## config.mk

```make
export PLATFORM = sky130hd
export DESIGN_NAME = run_ctrl
export DESIGN_NICKNAME = d
export VERILOG_FILES = /design/src/rtl/run_ctrl_pkg.sv /design/src/rtl/run_ctr.sv /design/src/rtl/run_ctrl.sv
export SDC_FILE = /design/constraint.sdc
export NUM_CORES = 1
export LEC_CHECK = 0
export BUFFER_PORTS_ARGS = -buffer_cell sky130_fd_sc_hd__buf_2
export CAP_MARGIN = 25
export CORE_MARGIN = 2
export CORE_UTILIZATION = 41
export CTS_BUF_LIST = sky130_fd_sc_hd__clkbuf_4 sky130_fd_sc_hd__clkbuf_8
export DETAILED_ROUTE_END_ITERATION = 16
export GPL_TIMING_DRIVEN = 0
export PLACE_DENSITY = 0.62
export SETUP_SLACK_MARGIN = 0.05
export SLEW_MARGIN = 20
export SYNTH_ARGS = -nofsm -noshare
export SYNTH_HDL_FRONTEND = slang
export SYNTH_SLANG_ARGS = --single-unit
```

## constraint.sdc

```tcl
create_clock -name ck -period 5.3 [get_ports ck]
set_input_delay 1.06 -clock ck [delete_from_list [all_inputs] [get_ports ck]]
set_output_delay 1.06 -clock ck [all_outputs]
set_load 0.05 [all_outputs]
```

## src/rtl/run_ctrl_pkg.sv

```systemverilog
// run_ctrl_pkg -- shared types and constants for the run controller.
//
// Contents:
//   CNT_W        width of every counter in the controller (32 bits)
//   state_e      FSM state encoding (also exported on the debug port)
//   fail_code_e  reason code reported on fail_code
//   verdict_*    helpers that map a latched DUT verdict to the terminal
//                state and fail code
package run_ctrl_pkg;

  localparam int CNT_W = 32;

  typedef enum logic [2:0] {
    ST_RST_HOLD = 3'd0,
    ST_RUN      = 3'd1,
    ST_DRAIN    = 3'd2,
    ST_PASS     = 3'd3,
    ST_FAIL     = 3'd4
  } state_e;

  typedef enum logic [1:0] {
    FC_NONE    = 2'd0,
    FC_DUT     = 2'd1,
    FC_TIMEOUT = 2'd2,
    FC_STALL   = 2'd3
  } fail_code_e;

  function automatic state_e verdict_state(input logic dut_ok);
    return dut_ok ? ST_PASS : ST_FAIL;
  endfunction

  function automatic fail_code_e verdict_code(input logic dut_ok);
    return dut_ok ? FC_NONE : FC_DUT;
  endfunction

endpackage

```

## src/rtl/run_ctr.sv

```systemverilog
// run_ctr -- clearable, enabled, saturating up-counter.
//
// Ports:
//   clk    clock, rising edge
//   rst_n  asynchronous active-low reset, forces count to 0
//   clr    synchronous clear to 0 (has priority over en)
//   en     count enable; the count sticks at all-ones instead of wrapping
//   count  current count value
module run_ctr
  import run_ctrl_pkg::*;
#(
  parameter int W = CNT_W
) (
  input  logic         clk,
  input  logic         rst_n,
  input  logic         clr,
  input  logic         en,
  output logic [W-1:0] count
);

  logic [W-1:0] count_inc;

  assign count_inc = (count == '1) ? count : count + W'(1);

  // NOTE: state registers use non-blocking assignments so every flop
  // samples values from before the edge, independent of block ordering.
  always_ff @(posedge clk or negedge rst_n) begin
    if (!rst_n) begin
      count <= '0;
    end else if (clr) begin
      count <= '0;
    end else if (en) begin
      count <= count_inc;
    end
  end

endmodule

```

## src/rtl/run_ctrl.sv

```systemverilog
// run_ctrl -- simulation run controller.
//
// Holds the DUT in reset, then supervises the run phase until the DUT
// reports completion, the cycle budget runs out, or the DUT stops making
// progress. After completion a short drain window elapses before the
// final, sticky verdict.
//
// Ports:
//   ck         clock, rising edge
//   rst        asynchronous active-low reset
//   dut_rst    synchronous active-high reset to the DUT
//   dut_done   DUT completion strobe (only looked at in RUN)
//   dut_pass   DUT verdict, valid with dut_done
//   progress   heartbeat; restarts the stall count
//   cycle_cnt  RUN + DRAIN cycles, saturating
//   finish     sticky end-of-run flag
//   pass       sticky verdict, meaningful when finish=1
//   fail_code  NONE / DUT / TIMEOUT / STALL
//   state      current FSM state (debug)
module run_ctrl
  import run_ctrl_pkg::*;
#(
  parameter int RST_CYCLES     = 8,
  parameter int TIMEOUT_CYCLES = 100000,
  parameter int STALL_CYCLES   = 1000,
  parameter int DRAIN_CYCLES   = 4
) (
  input  logic        ck,
  input  logic        rst,
  output logic        dut_rst,
  input  logic        dut_done,
  input  logic        dut_pass,
  input  logic        progress,
  output logic [31:0] cycle_cnt,
  output logic        finish,
  output logic        pass,
  output logic [1:0]  fail_code,
  output logic [2:0]  state
);

  // Counters hold the number of cycles already completed, so each phase
  // ends when its counter shows "limit - 1" in the current cycle.
  localparam logic [CNT_W-1:0] HOLD_LAST    = CNT_W'(RST_CYCLES - 1);
  localparam logic [CNT_W-1:0] TIMEOUT_LAST = CNT_W'(TIMEOUT_CYCLES - 1);
  localparam logic [CNT_W-1:0] STALL_LAST   = CNT_W'(STALL_CYCLES - 1);
  localparam logic [CNT_W-1:0] DRAIN_LAST   = CNT_W'(DRAIN_CYCLES - 1);

  state_e           state_q, state_d;
  fail_code_e       fc_q, fc_d;
  logic             pass_q, pass_d;
  logic             finish_q;
  logic             dut_rst_q;

  logic [CNT_W-1:0] phase_cnt;
  logic [CNT_W-1:0] stall_cnt;
  logic             in_run;
  logic             phase_clr, phase_en;
  logic             cyc_en;
  logic             stall_clr;
  logic             timeout_hit, stall_hit;

  assign in_run    = (state_q == ST_RUN);

  // One phase counter is shared by RST_HOLD and DRAIN; it restarts on
  // every state change so each phase measures from zero.
  assign phase_en  = (state_q == ST_RST_HOLD) || (state_q == ST_DRAIN);
  assign phase_clr = (state_d != state_q);
  assign cyc_en    = in_run || (state_q == ST_DRAIN);
  assign stall_clr = in_run && progress;

  run_ctr #(.W(CNT_W)) u_phase_ctr (
    .clk   (ck),
    .rst_n (rst),
    .clr   (phase_clr),
    .en    (phase_en),
    .count (phase_cnt)
  );

  run_ctr #(.W(CNT_W)) u_cycle_ctr (
    .clk   (ck),
    .rst_n (rst),
    .clr   (1'b0),
    .en    (cyc_en),
    .count (cycle_cnt)
  );

  run_ctr #(.W(CNT_W)) u_stall_ctr (
    .clk   (ck),
    .rst_n (rst),
    .clr   (stall_clr),
    .en    (in_run),
    .count (stall_cnt)
  );

  // A progress pulse in the same cycle zeroes the count, so it can never
  // complete a stall.
  assign timeout_hit = (cycle_cnt == TIMEOUT_LAST);
  assign stall_hit   = (STALL_CYCLES != 0) && !progress && (stall_cnt == STALL_LAST);

  // NOTE: every always_comb output gets a default first, so no path
  // leaves a signal unassigned and no latch is inferred.
  always_comb begin
    state_d = state_q;
    fc_d    = fc_q;
    pass_d  = pass_q;
    unique case (state_q)
      ST_RST_HOLD: begin
        if (phase_cnt == HOLD_LAST) state_d = ST_RUN;
      end
      ST_RUN: begin
        // Priority: completion beats timeout beats stall.
        if (dut_done) begin
          pass_d = dut_pass;
          if (DRAIN_CYCLES == 0) begin
            state_d = verdict_state(dut_pass);
            fc_d    = verdict_code(dut_pass);
          end else begin
            state_d = ST_DRAIN;
          end
        end else if (timeout_hit) begin
          state_d = ST_FAIL;
          fc_d    = FC_TIMEOUT;
        end else if (stall_hit) begin
          state_d = ST_FAIL;
          fc_d    = FC_STALL;
        end
      end
      ST_DRAIN: begin
        if (phase_cnt == DRAIN_LAST) begin
          state_d = verdict_state(pass_q);
          fc_d    = verdict_code(pass_q);
        end
      end
      ST_PASS, ST_FAIL: begin
        state_d = state_q;
      end
      default: begin
        state_d = ST_RST_HOLD;
      end
    endcase
  end

  always_ff @(posedge ck or negedge rst) begin
    if (!rst) begin
      state_q   <= ST_RST_HOLD;
      fc_q      <= FC_NONE;
      pass_q    <= 1'b0;
      finish_q  <= 1'b0;
      dut_rst_q <= 1'b1;
    end else begin
      state_q   <= state_d;
      fc_q      <= fc_d;
      pass_q    <= pass_d;
      finish_q  <= (state_d == ST_PASS) || (state_d == ST_FAIL);
      // Registered so the DUT sees a clean reset aligned with RUN entry.
      dut_rst_q <= (state_d == ST_RST_HOLD);
    end
  end

  assign dut_rst   = dut_rst_q;
  assign finish    = finish_q;
  assign pass      = pass_q;
  assign fail_code = fc_q;
  assign state     = state_q;

endmodule

```

==> results of run 1 <==
==> registers in the layout, indices dropped and copies added, names as in the netlist <==
name,flops
u_phase_ctr.count,32
u_stall_ctr.count,32
pass,1
dut_rst,1
fail_code,2
u_cycle_ctr.count,32
state,3
finish,1
==> cells in the mapped netlist (3+ instances only) <==
master                     instances  area, um2
sky130_fd_sc_hd__dfrtp_1         103       2577
sky130_fd_sc_hd__nor2_1           77      289.0
sky130_fd_sc_hd__xnor2_1          57      499.2
sky130_fd_sc_hd__nand2_1          50      187.7
sky130_fd_sc_hd__nand3_1          41      205.2
sky130_fd_sc_hd__nand4_1          32      200.2
sky130_fd_sc_hd__xor2_1           30      262.8
sky130_fd_sc_hd__nor4_1           29      181.4
sky130_fd_sc_hd__and3_1           19      118.9
sky130_fd_sc_hd__nor3_1           18      90.09
sky130_fd_sc_hd__and4_1            8      70.07
sky130_fd_sc_hd__buf_2             8      40.04
sky130_fd_sc_hd__a21oi_1           7      35.03
sky130_fd_sc_hd__and2_1            7      43.79
sky130_fd_sc_hd__nor4_2            7      87.58
sky130_fd_sc_hd__o21ai_0           7      35.03
sky130_fd_sc_hd__inv_1             6      22.52
sky130_fd_sc_hd__clkbuf_1          5      18.77
sky130_fd_sc_hd__nor2b_1           5      31.28
sky130_fd_sc_hd__buf_6             4      45.04
sky130_fd_sc_hd__nand2b_1          4      25.02
sky130_fd_sc_hd__nor3b_1           4      30.03
sky130_fd_sc_hd__nor4b_1           4      35.03
sky130_fd_sc_hd__or2_1             4      25.02
sky130_fd_sc_hd__or3_1             4      25.02
sky130_fd_sc_hd__a211oi_1          3      22.52
sky130_fd_sc_hd__ha_1              3      37.54
==> per-stage QoR <==
stage          cells  worst slack, ns  total power, uW  instance area, um2  util, %
2_1_floorplan    582            2.878             1768                5622        -
3_3_place_gp     802            2.000             1993                6062    45.60
3_5_place_dp     803            2.195             2013                6096    45.85
4_1_cts          819            2.641             2593                6324    47.56
5_1_grt          819            2.497             2741                6324    47.56
6_report         819            2.630             2571                6324    47.56
==> per-layer routing <==
layer  routed length, um  vias up  track usage [%]
met4                 256        0            8.140
li1                    -     2185                -
met5                   0        -                0
met1                6219     2194            26.03
met3                 538       16            3.853
met2                5522       74            27.11
==> kinds of logic (layout without fill, tap and decap cells) <==
| family | count (synthesis) | after routing | share of synthesized area [%] |
|---|---|---|---|
| compound gates | 32 | 32 | 4.362 |
| flops | 104 | 104 | 46.32 |
| buf+inv | 26 | 87 | 2.582 |
| simple gates | 326 | 326 | 31.74 |
| xor+xnor | 87 | 87 | 13.55 |
| fa+ha+maj | 3 | 3 | 0.6678 |
| mux | 4 | 4 | 0.7790 |
==> power by group through the flow <==
| stage | registers (uW) | clock network [uW] | logic, uW |
|---|---|---|---|
| 6_report | 1100 | 577 | 893 |
| 5_1_grt | 1130 | 622 | 993 |
| 4_1_cts | 1100 | 592 | 903 |
| 3_5_place_dp | 1110 | 0 | 899 |
| 3_3_place_gp | 1110 | 0 | 885 |
| 2_1_floorplan | 1230 | 0 | 542 |
==> worst max-delay path: cells and delay by family <==
kind	cells	cell delay (ns)
buf+inv	2	0.33
simple gates	5	1.16
compound gates	1	0.41
==> cell type report <==
class / count / area share [%]
tap: 176 / 3.482
sequential: 104 / 41.18
multi-input combinational: 452 / 45.43
clock buffer: 10 / 2.176
buffer: 19 / 1.880
timing repair buffer: 45 / 4.017
clock inverter: 6 / 1.425
inverter: 7 / 0.4155
==> path summary, 6_finish.rpt <==
kind,startpoint,endpoint,depth (start not counted)
max,progress,u_phase_ctr.count[24],8
min,rst,u_phase_ctr.count[8],1
max in group asynchronous,rst,dut_rst,2
min in group ck,u_cycle_ctr.count[3],u_cycle_ctr.count[3],1
min reg2reg,u_cycle_ctr.count[3],u_cycle_ctr.count[3],1
max reg2reg,state[0],u_stall_ctr.count[13],7
==> impl_results.html, run 1 <==
<table>
<tr><th>Metric</th><th>Value</th></tr>
<tr><th colspan="2">Outcome</th></tr>
<tr><td>Outcome</td><td>finished clean</td></tr>
<tr><th colspan="2">Floorplanning</th></tr>
<tr><td>Die Footprint</td><td>14660 um2</td></tr>
<tr><td>Number of placement rows</td><td>42</td></tr>
<tr><td>Placeable Area</td><td>13300 um2</td></tr>
<tr><td>Floorplan die width</td><td>121.1 um</td></tr>
<tr><td>Initial Utilization</td><td>42.28%</td></tr>
<tr><td>Height of the chip</td><td>121.1 um</td></tr>
<tr><td>Top-level port count</td><td>45</td></tr>
<tr><th colspan="2">Power and ir drop</th></tr>
<tr><td>Fraction of power spent switching nets</td><td>40.91%</td></tr>
<tr><td>Net switching power of the design</td><td>1052 uW</td></tr>
<tr><td>PD cells</td><td>406.5 nW/um2</td></tr>
<tr><td>Leak</td><td>0.002749 uW</td></tr>
<tr><td>Combinational cell fraction of total power</td><td>34.7%</td></tr>
<tr><td>Clock network power share</td><td>22.5%</td></tr>
<tr><td>Maximum vdd drop</td><td>209.3 uV</td></tr>
<tr><td>Internal Pwr Total</td><td>1519 uW</td></tr>
<tr><td>Sequential Power Share</td><td>42.8%</td></tr>
<tr><th colspan="2">Timing</th></tr>
<tr><td>Worst hold slack</td><td>0.5106 ns</td></tr>
<tr><td>Final-layout setup total negative slack</td><td>0 ns</td></tr>
<tr><td>Number of hold-slack violations in the final timing report</td><td>0</td></tr>
<tr><td>Relative slew slack</td><td>49.57%</td></tr>
<tr><td># setup viols final</td><td>0</td></tr>
<tr><td>Max Freq</td><td>374.5 MHz</td></tr>
<tr><td>Time the final worst path needs with I/O delays and setup</td><td>2.670 ns</td></tr>
<tr><td>Worst Max-Slew Pin Slew</td><td>0.7507 ns</td></tr>
<tr><td>Skew final</td><td>0.01335 ns</td></tr>
<tr><td>RSZ-0062 raised after global routing</td><td>no</td></tr>
<tr><td>Final critical-path share of the clock period</td><td>50.38%</td></tr>
<tr><td>Slew Viols, Final</td><td>0</td></tr>
<tr><th colspan="2">Placed design</th></tr>
<tr><td>Number of port buffers</td><td>44</td></tr>
<tr><td>GPL Wtd Cong</td><td>0.8535</td></tr>
<tr><td>Post-DP HPWL</td><td>8897 um</td></tr>
<tr><th colspan="2">Final layout</th></tr>
<tr><td>Total area of multi-input combinational cells</td><td>2873 um2</td></tr>
<tr><td>Number of diodes added for antenna fixing</td><td>0</td></tr>
<tr><td>Fraction of final layout cells with drive strength greater than 1</td><td>14.93%</td></tr>
<tr><td>Commonest cells after routing, fill and taps aside</td><td>103 x sky130_fd_sc_hd__dfrtp_1, 77 x sky130_fd_sc_hd__nor2_1, 57 x sky130_fd_sc_hd__xnor2_1, 51 x sky130_fd_sc_hd__buf_2, 50 x sky130_fd_sc_hd__nand2_1</td></tr>
<tr><td>Leading cell type in the layout, fill and taps excluded</td><td>sky130_fd_sc_hd__dfrtp_1</td></tr>
<tr><td>NumNets Final</td><td>646</td></tr>
<tr><td>FF/Latch Area</td><td>2604 um2</td></tr>
<tr><td>Filler cell count</td><td>1284</td></tr>
<tr><td>P&amp;R area growth vs syn</td><td>12.49%</td></tr>
<tr><th colspan="2">Synth</th></tr>
<tr><td>Count of flip-flops with a built-in enable after synthesis</td><td>0</td></tr>
<tr><td>Synthesized netlist cell count</td><td>582</td></tr>
<tr><td>Synth Register Bits</td><td>104</td></tr>
<tr><td>Synth Net Count</td><td>590</td></tr>
<tr><td>Top_reg_cell synth</td><td>sky130_fd_sc_hd__dfrtp_1</td></tr>
<tr><td>Sequential share of the synthesized area</td><td>46.32%</td></tr>
<tr><td>Count of unique library cells instantiated by Yosys</td><td>55</td></tr>
<tr><td>Synthesis warning total</td><td>0</td></tr>
<tr><td>Netlist area before placement</td><td>5622 um2</td></tr>
<tr><td>Asr flop ratio synth</td><td>100.0%</td></tr>
<tr><td>Average footprint of a synthesized cell</td><td>9.659 um2</td></tr>
<tr><th colspan="2">Critical path</th></tr>
<tr><td>Crit path required time</td><td>5.59 ns</td></tr>
<tr><td>WS Path Type</td><td>input port to flop</td></tr>
<tr><td>Arrival time at the worst endpoint</td><td>2.96 ns</td></tr>
<tr><td>Critical path's largest stage delay</td><td>0.41 ns</td></tr>
<tr><td>Critical Path Start Type</td><td>input port</td></tr>
<tr><td>Worst path cell trace</td><td>buf_2 &gt; nor4b_1 &gt; nand4_1 &gt; nor3_1 &gt; nor3_1 &gt; a211oi_4 &gt; buf_6 &gt; nor2_1</td></tr>
<tr><td>Slowest cell on the critical path</td><td>sky130_fd_sc_hd__nor4b_1</td></tr>
<tr><td>Largest fanout on the critical path</td><td>10</td></tr>
<tr><td>Kind of end point of the critical path</td><td>flop</td></tr>
<tr><td>Minimum setup slack among reg-to-reg paths</td><td>2.83 ns</td></tr>
<tr><td>Cell occurring most often along the worst timing path</td><td>sky130_fd_sc_hd__nor3_1</td></tr>
<tr><th colspan="2">Flow run</th></tr>
<tr><td>Reported max-cap violation count</td><td>0</td></tr>
<tr><th colspan="2">Route</th></tr>
<tr><td>Final routed wirelength across all metal layers</td><td>12540 um</td></tr>
<tr><td>Average vias per placed instance</td><td>5.457</td></tr>
<tr><td>Remaining number of nets flagged by the antenna check after routing</td><td>0</td></tr>
<tr><td>Number of vias in the routed layout</td><td>4469</td></tr>
<tr><td>Mean routed wirelength per cell</td><td>15.31 um</td></tr>
<tr><td>Number of remaining DRC errors</td><td>0</td></tr>
<tr><td>Violation count after the first detailed-routing iteration</td><td>292</td></tr>
<tr><td>Count of TritonRoute iterations in the first routing pass</td><td>4</td></tr>
<tr><th colspan="2">Clock tree</th></tr>
<tr><td>Clock Tree Buf Depth</td><td>2</td></tr>
<tr><td>Clock-pin transition on the worst setup and hold timing paths</td><td>0.10 ns</td></tr>
<tr><td>Number of buffers inserted by hold repair at cts</td><td>0</td></tr>
<tr><td>CTS H-tree lvls</td><td>3</td></tr>
<tr><td>Total number of clock tree sinks</td><td>104</td></tr>
<tr><td>Buffer cell driving the clock tree root</td><td>sky130_fd_sc_hd__clkbuf_8</td></tr>
<tr><td>Clock insertion delay at the later pin of the skew report</td><td>0.40 ns</td></tr>
<tr><td>Number of buffers inserted to repair setup after CTS</td><td>0</td></tr>
<tr><td>Clock tree from TritonCTS</td><td>done</td></tr>
<tr><td>TritonCTS buffer count</td><td>9</td></tr>
<tr><td>Total of cells resized after clock tree synthesis</td><td>0</td></tr>
<tr><th colspan="2">Worst hold path</th></tr>
<tr><td>Hold Crit Class</td><td>input port to asynchronous set/reset pin</td></tr>
<tr><th colspan="2">Global routing</th></tr>
<tr><td>Vias in the first global route</td><td>4225</td></tr>
<tr><td>Pin count of the biggest net entering global routing</td><td>78</td></tr>
<tr><td>Wire length of the first global-routing pass</td><td>21400 um</td></tr>
<tr><td>Grt ovf</td><td>0</td></tr>
<tr><td>Number of antenna violations at the first check in global routing</td><td>0</td></tr>
<tr><td>GRT Util Overall</td><td>18.38%</td></tr>
</table>
No activity file was read; power rests on OpenSTA's default activity.
==> run 2: changes to the inputs <==
Clock period 5.3 ns to 2.7 ns, I/O delays scaled along.
==> run 2 against run 1 <==
Compared with the run above: core utilization is 0.11 points higher; via count is 0.22% higher; register-to-register slack worse by 2.5 ns; count of clock-buffer cells in the layout stayed put; sequential power is 96% higher; clock skew hardly changed; worst hold slack worse by 0.14 ns; critical path type is now flop to flop; largest power group unchanged.
==> impl_results.html, run 2 (synthesized netlist as in run 1, its figures left out) <==
<table>
<tr><th>Metric</th><th>Value</th></tr>
<tr><th colspan="2">Global routing</th></tr>
<tr><td>Met2 Usage GRT</td><td>27.11% (unchanged)</td></tr>
<tr><td>Grt met3 use</td><td>3.806% (-0.047 points)</td></tr>
<tr><td>GRT Util Overall</td><td>18.38% (unchanged)</td></tr>
<tr><td>Met1 track demand over resource in global routing</td><td>26.06% (+0.030 points)</td></tr>
<tr><td>Wire length of the first global-routing pass</td><td>21400 um (unchanged)</td></tr>
<tr><td>Pin count of the biggest net entering global routing</td><td>78 (unchanged)</td></tr>
<tr><td>Vias in the first global route</td><td>4227 (+0.047%)</td></tr>
<tr><td>Gr busiest metal</td><td>met2</td></tr>
<tr><td>Grt ovf</td><td>0 (unchanged)</td></tr>
<tr><td>Number of antenna violations at the first check in global routing</td><td>0 (unchanged)</td></tr>
<tr><th colspan="2">Worst hold path</th></tr>
<tr><td>Hold Crit Class</td><td>input port to flop</td></tr>
<tr><td>Beginning of the worst hold path</td><td>dut_pass</td></tr>
<tr><th colspan="2">Timing</th></tr>
<tr><td>Max Freq</td><td>426.2 MHz</td></tr>
<tr><td>Final critical-path share of the clock period</td><td>86.91%</td></tr>
<tr><td>Worst Max-Slew Pin Slew</td><td>0.6796 ns (-0.07105 ns)</td></tr>
<tr><td>Worst hold slack</td><td>0.3666 ns (-0.1440 ns)</td></tr>
<tr><td>Slew Viols, Final</td><td>0 (unchanged)</td></tr>
<tr><td>Skew final</td><td>0.01375 ns (+0.0003994 ns)</td></tr>
<tr><td>Final-layout setup total negative slack</td><td>0 ns (unchanged)</td></tr>
<tr><td>Number of hold-slack violations in the final timing report</td><td>0 (unchanged)</td></tr>
<tr><td>Time the final worst path needs with I/O delays and setup</td><td>2.346 ns</td></tr>
<tr><td># setup viols final</td><td>0 (unchanged)</td></tr>
<tr><td>RSZ-0062 raised after global routing</td><td>no</td></tr>
<tr><td>Relative slew slack</td><td>54.62% (+5.0 points)</td></tr>
<tr><th colspan="2">Critical path</th></tr>
<tr><td>Largest fanout on the critical path</td><td>10 (unchanged)</td></tr>
<tr><td>Crit path required time</td><td>2.99 ns (-2.60 ns)</td></tr>
<tr><td>WS Path Type</td><td>flop to flop</td></tr>
<tr><td>R2R Path Start</td><td>u_phase_ctr.count[15]</td></tr>
<tr><td>Critical Path Start Type</td><td>flop</td></tr>
<tr><td>Kind of end point of the critical path</td><td>flop</td></tr>
<tr><td>Origin of the worst setup path</td><td>u_phase_ctr.count[15]</td></tr>
<tr><td>Arrival time at the worst endpoint</td><td>2.64 ns (-0.32 ns)</td></tr>
<tr><th colspan="2">Clock tree</th></tr>
<tr><td>Number of buffers inserted to repair setup after CTS</td><td>0 (unchanged)</td></tr>
<tr><td>Buffer cell driving the clock tree root</td><td>sky130_fd_sc_hd__clkbuf_8</td></tr>
<tr><td>Total number of clock tree sinks</td><td>104 (unchanged)</td></tr>
<tr><td>Clock insertion delay at the later pin of the skew report</td><td>0.40 ns (about the same)</td></tr>
<tr><td>CTS H-tree lvls</td><td>3 (unchanged)</td></tr>
<tr><td>Clock-pin transition on the worst setup and hold timing paths</td><td>0.10 ns (about the same)</td></tr>
<tr><td>TritonCTS buffer count</td><td>9 (unchanged)</td></tr>
<tr><td>Clock tree from TritonCTS</td><td>done</td></tr>
<tr><td>Clock Tree Buf Depth</td><td>2 (unchanged)</td></tr>
<tr><th colspan="2">Route</th></tr>
<tr><td>Count of TritonRoute iterations in the first routing pass</td><td>4 (unchanged)</td></tr>
<tr><td>Mean routed wirelength per cell</td><td>15.26 um (-0.30%)</td></tr>
<tr><td>Final routed wirelength across all metal layers</td><td>12510 um (-0.18%)</td></tr>
<tr><td>Number of vias in the routed layout</td><td>4479 (+0.22%)</td></tr>
<tr><td>Violation count after the first detailed-routing iteration</td><td>247 (-15%)</td></tr>
<tr><td>Remaining number of nets flagged by the antenna check after routing</td><td>0 (unchanged)</td></tr>
<tr><td>Average vias per placed instance</td><td>5.462 (+0.10%)</td></tr>
<tr><td>Number of remaining DRC errors</td><td>0 (unchanged)</td></tr>
<tr><th colspan="2">Placed design</th></tr>
<tr><td>Cell area after placement</td><td>6096 um2 (unchanged)</td></tr>
<tr><td>GPL Wtd Cong</td><td>0.8535 (unchanged)</td></tr>
<tr><td>Number of port buffers</td><td>44 (unchanged)</td></tr>
<tr><td>Post-DP HPWL</td><td>8897 um (unchanged)</td></tr>
<tr><th colspan="2">Flow run</th></tr>
<tr><td>Reported max-cap violation count</td><td>0 (unchanged)</td></tr>
<tr><th colspan="2">Final layout</th></tr>
<tr><td>NumNets Final</td><td>647 (+0.15%)</td></tr>
<tr><td>Commonest cells after routing, fill and taps aside</td><td>103 x sky130_fd_sc_hd__dfrtp_1, 77 x sky130_fd_sc_hd__nor2_1, 57 x sky130_fd_sc_hd__xnor2_1, 51 x sky130_fd_sc_hd__buf_2, 50 x sky130_fd_sc_hd__nand2_1</td></tr>
<tr><td>Final core occ</td><td>47.68% (+0.11 points)</td></tr>
<tr><td>Total non-filler cell area in the finished layout</td><td>6339 um2 (+0.24%)</td></tr>
<tr><td>P&amp;R area growth vs syn</td><td>12.75%</td></tr>
<tr><td>Fraction of final layout cells with drive strength greater than 1</td><td>15.06% (+0.13 points)</td></tr>
<tr><td>Registers with the most flip-flops</td><td>u_cycle_ctr.count: 32 flops, u_phase_ctr.count: 32 flops, u_stall_ctr.count: 32 flops</td></tr>
<tr><td>Leading cell type in the layout, fill and taps excluded</td><td>sky130_fd_sc_hd__dfrtp_1</td></tr>
<tr><td>Number of diodes added for antenna fixing</td><td>0 (unchanged)</td></tr>
<tr><td>Filler cell count</td><td>1284 (unchanged)</td></tr>
<tr><th colspan="2">Power and ir drop</th></tr>
<tr><td>Leak</td><td>0.002757 uW (+0.28%)</td></tr>
<tr><td>Maximum vdd drop</td><td>410.8 uV (+96%)</td></tr>
<tr><td>PD cells</td><td>796.1 nW/um2 (+96%)</td></tr>
<tr><td>Total design power</td><td>5046 uW (+96%)</td></tr>
<tr><th colspan="2">Floorplanning</th></tr>
<tr><td>Height of the chip</td><td>121.1 um (unchanged)</td></tr>
<tr><td>Floorplan die width</td><td>121.1 um (unchanged)</td></tr>
<tr><td>Top-level port count</td><td>45 (unchanged)</td></tr>
<tr><td>Number of placement rows</td><td>42 (unchanged)</td></tr>
<tr><td>Die Footprint</td><td>14660 um2 (unchanged)</td></tr>
<tr><td>Initial Utilization</td><td>42.28% (unchanged)</td></tr>
<tr><td>Placeable Area</td><td>13300 um2 (unchanged)</td></tr>
<tr><th colspan="2">Outcome</th></tr>
<tr><td>Outcome</td><td>finished clean</td></tr>
</table>
[run 2: through the flow]
stage / worst slack (ns) / instances
CTS: 0.2296 / 820
global route: 0.09461 / 820
detailed placement: 0.1152 / 803
finish: 0.3535 / 820
global placement: -0.08015 / 802
floorplan: 0.3587 / 582
[run 2: final timing paths]
kind,slack [ns],to,cells past startpoint
worst max-delay path,0.35,u_phase_ctr.count[24],7
worst min-delay path,0.37,pass,2
worst max register to register,0.35,u_phase_ctr.count[24],7
worst min register to register,0.52,u_cycle_ctr.count[3],1
max in group asynchronous,1.44,dut_rst,3
min in group asynchronous,0.57,u_phase_ctr.count[8],2
[run 2: cell type report]
class | count | area (um2) | area share (%)
multi-input cells | 452 | 2878 | 45.40
flip-flops and latches | 104 | 2604 | 41.08
repair buffers | 46 | 264.0 | 4.165
well taps | 176 | 220.2 | 3.474
clock buffers | 10 | 137.6 | 2.171
plain buffers | 19 | 118.9 | 1.875
clock inverters | 6 | 90.09 | 1.421
inverters | 7 | 26.28 | 0.4145
[run 2: critical path, cell delays in order (launching register included)]
cell	delay, ns
sky130_fd_sc_hd__dfrtp_1	0.46
sky130_fd_sc_hd__nor4_1	0.34
sky130_fd_sc_hd__nand4_1	0.28
sky130_fd_sc_hd__nor3_4	0.39
sky130_fd_sc_hd__a21oi_1	0.17
sky130_fd_sc_hd__a211oi_4	0.34
sky130_fd_sc_hd__buf_6	0.20
sky130_fd_sc_hd__nor2_1	0.05
[run 2: power breakdown]
part	internal (uW)	leakage (uW)	switching (uW)	total, uW
registers	1840	0.00141	324	2160
clock network	554	0.000119	575	1130
logic	592	0.00123	1160	1750
[run 2: repair_timing]
item                                    CTS  global route
gates resized for setup                   0             1
endpoints found under the hold margin    27             0
endpoints found under the setup margin    0             2
hold buffers                              1             0
[run 2: routing by layer]
metal / routed length [um] / vias up
met2: 5544 / 86
met4: 255 / 0
met1: 6138 / 2190
met3: 576 / 15
met5: 0 / -
li1: - / 2188
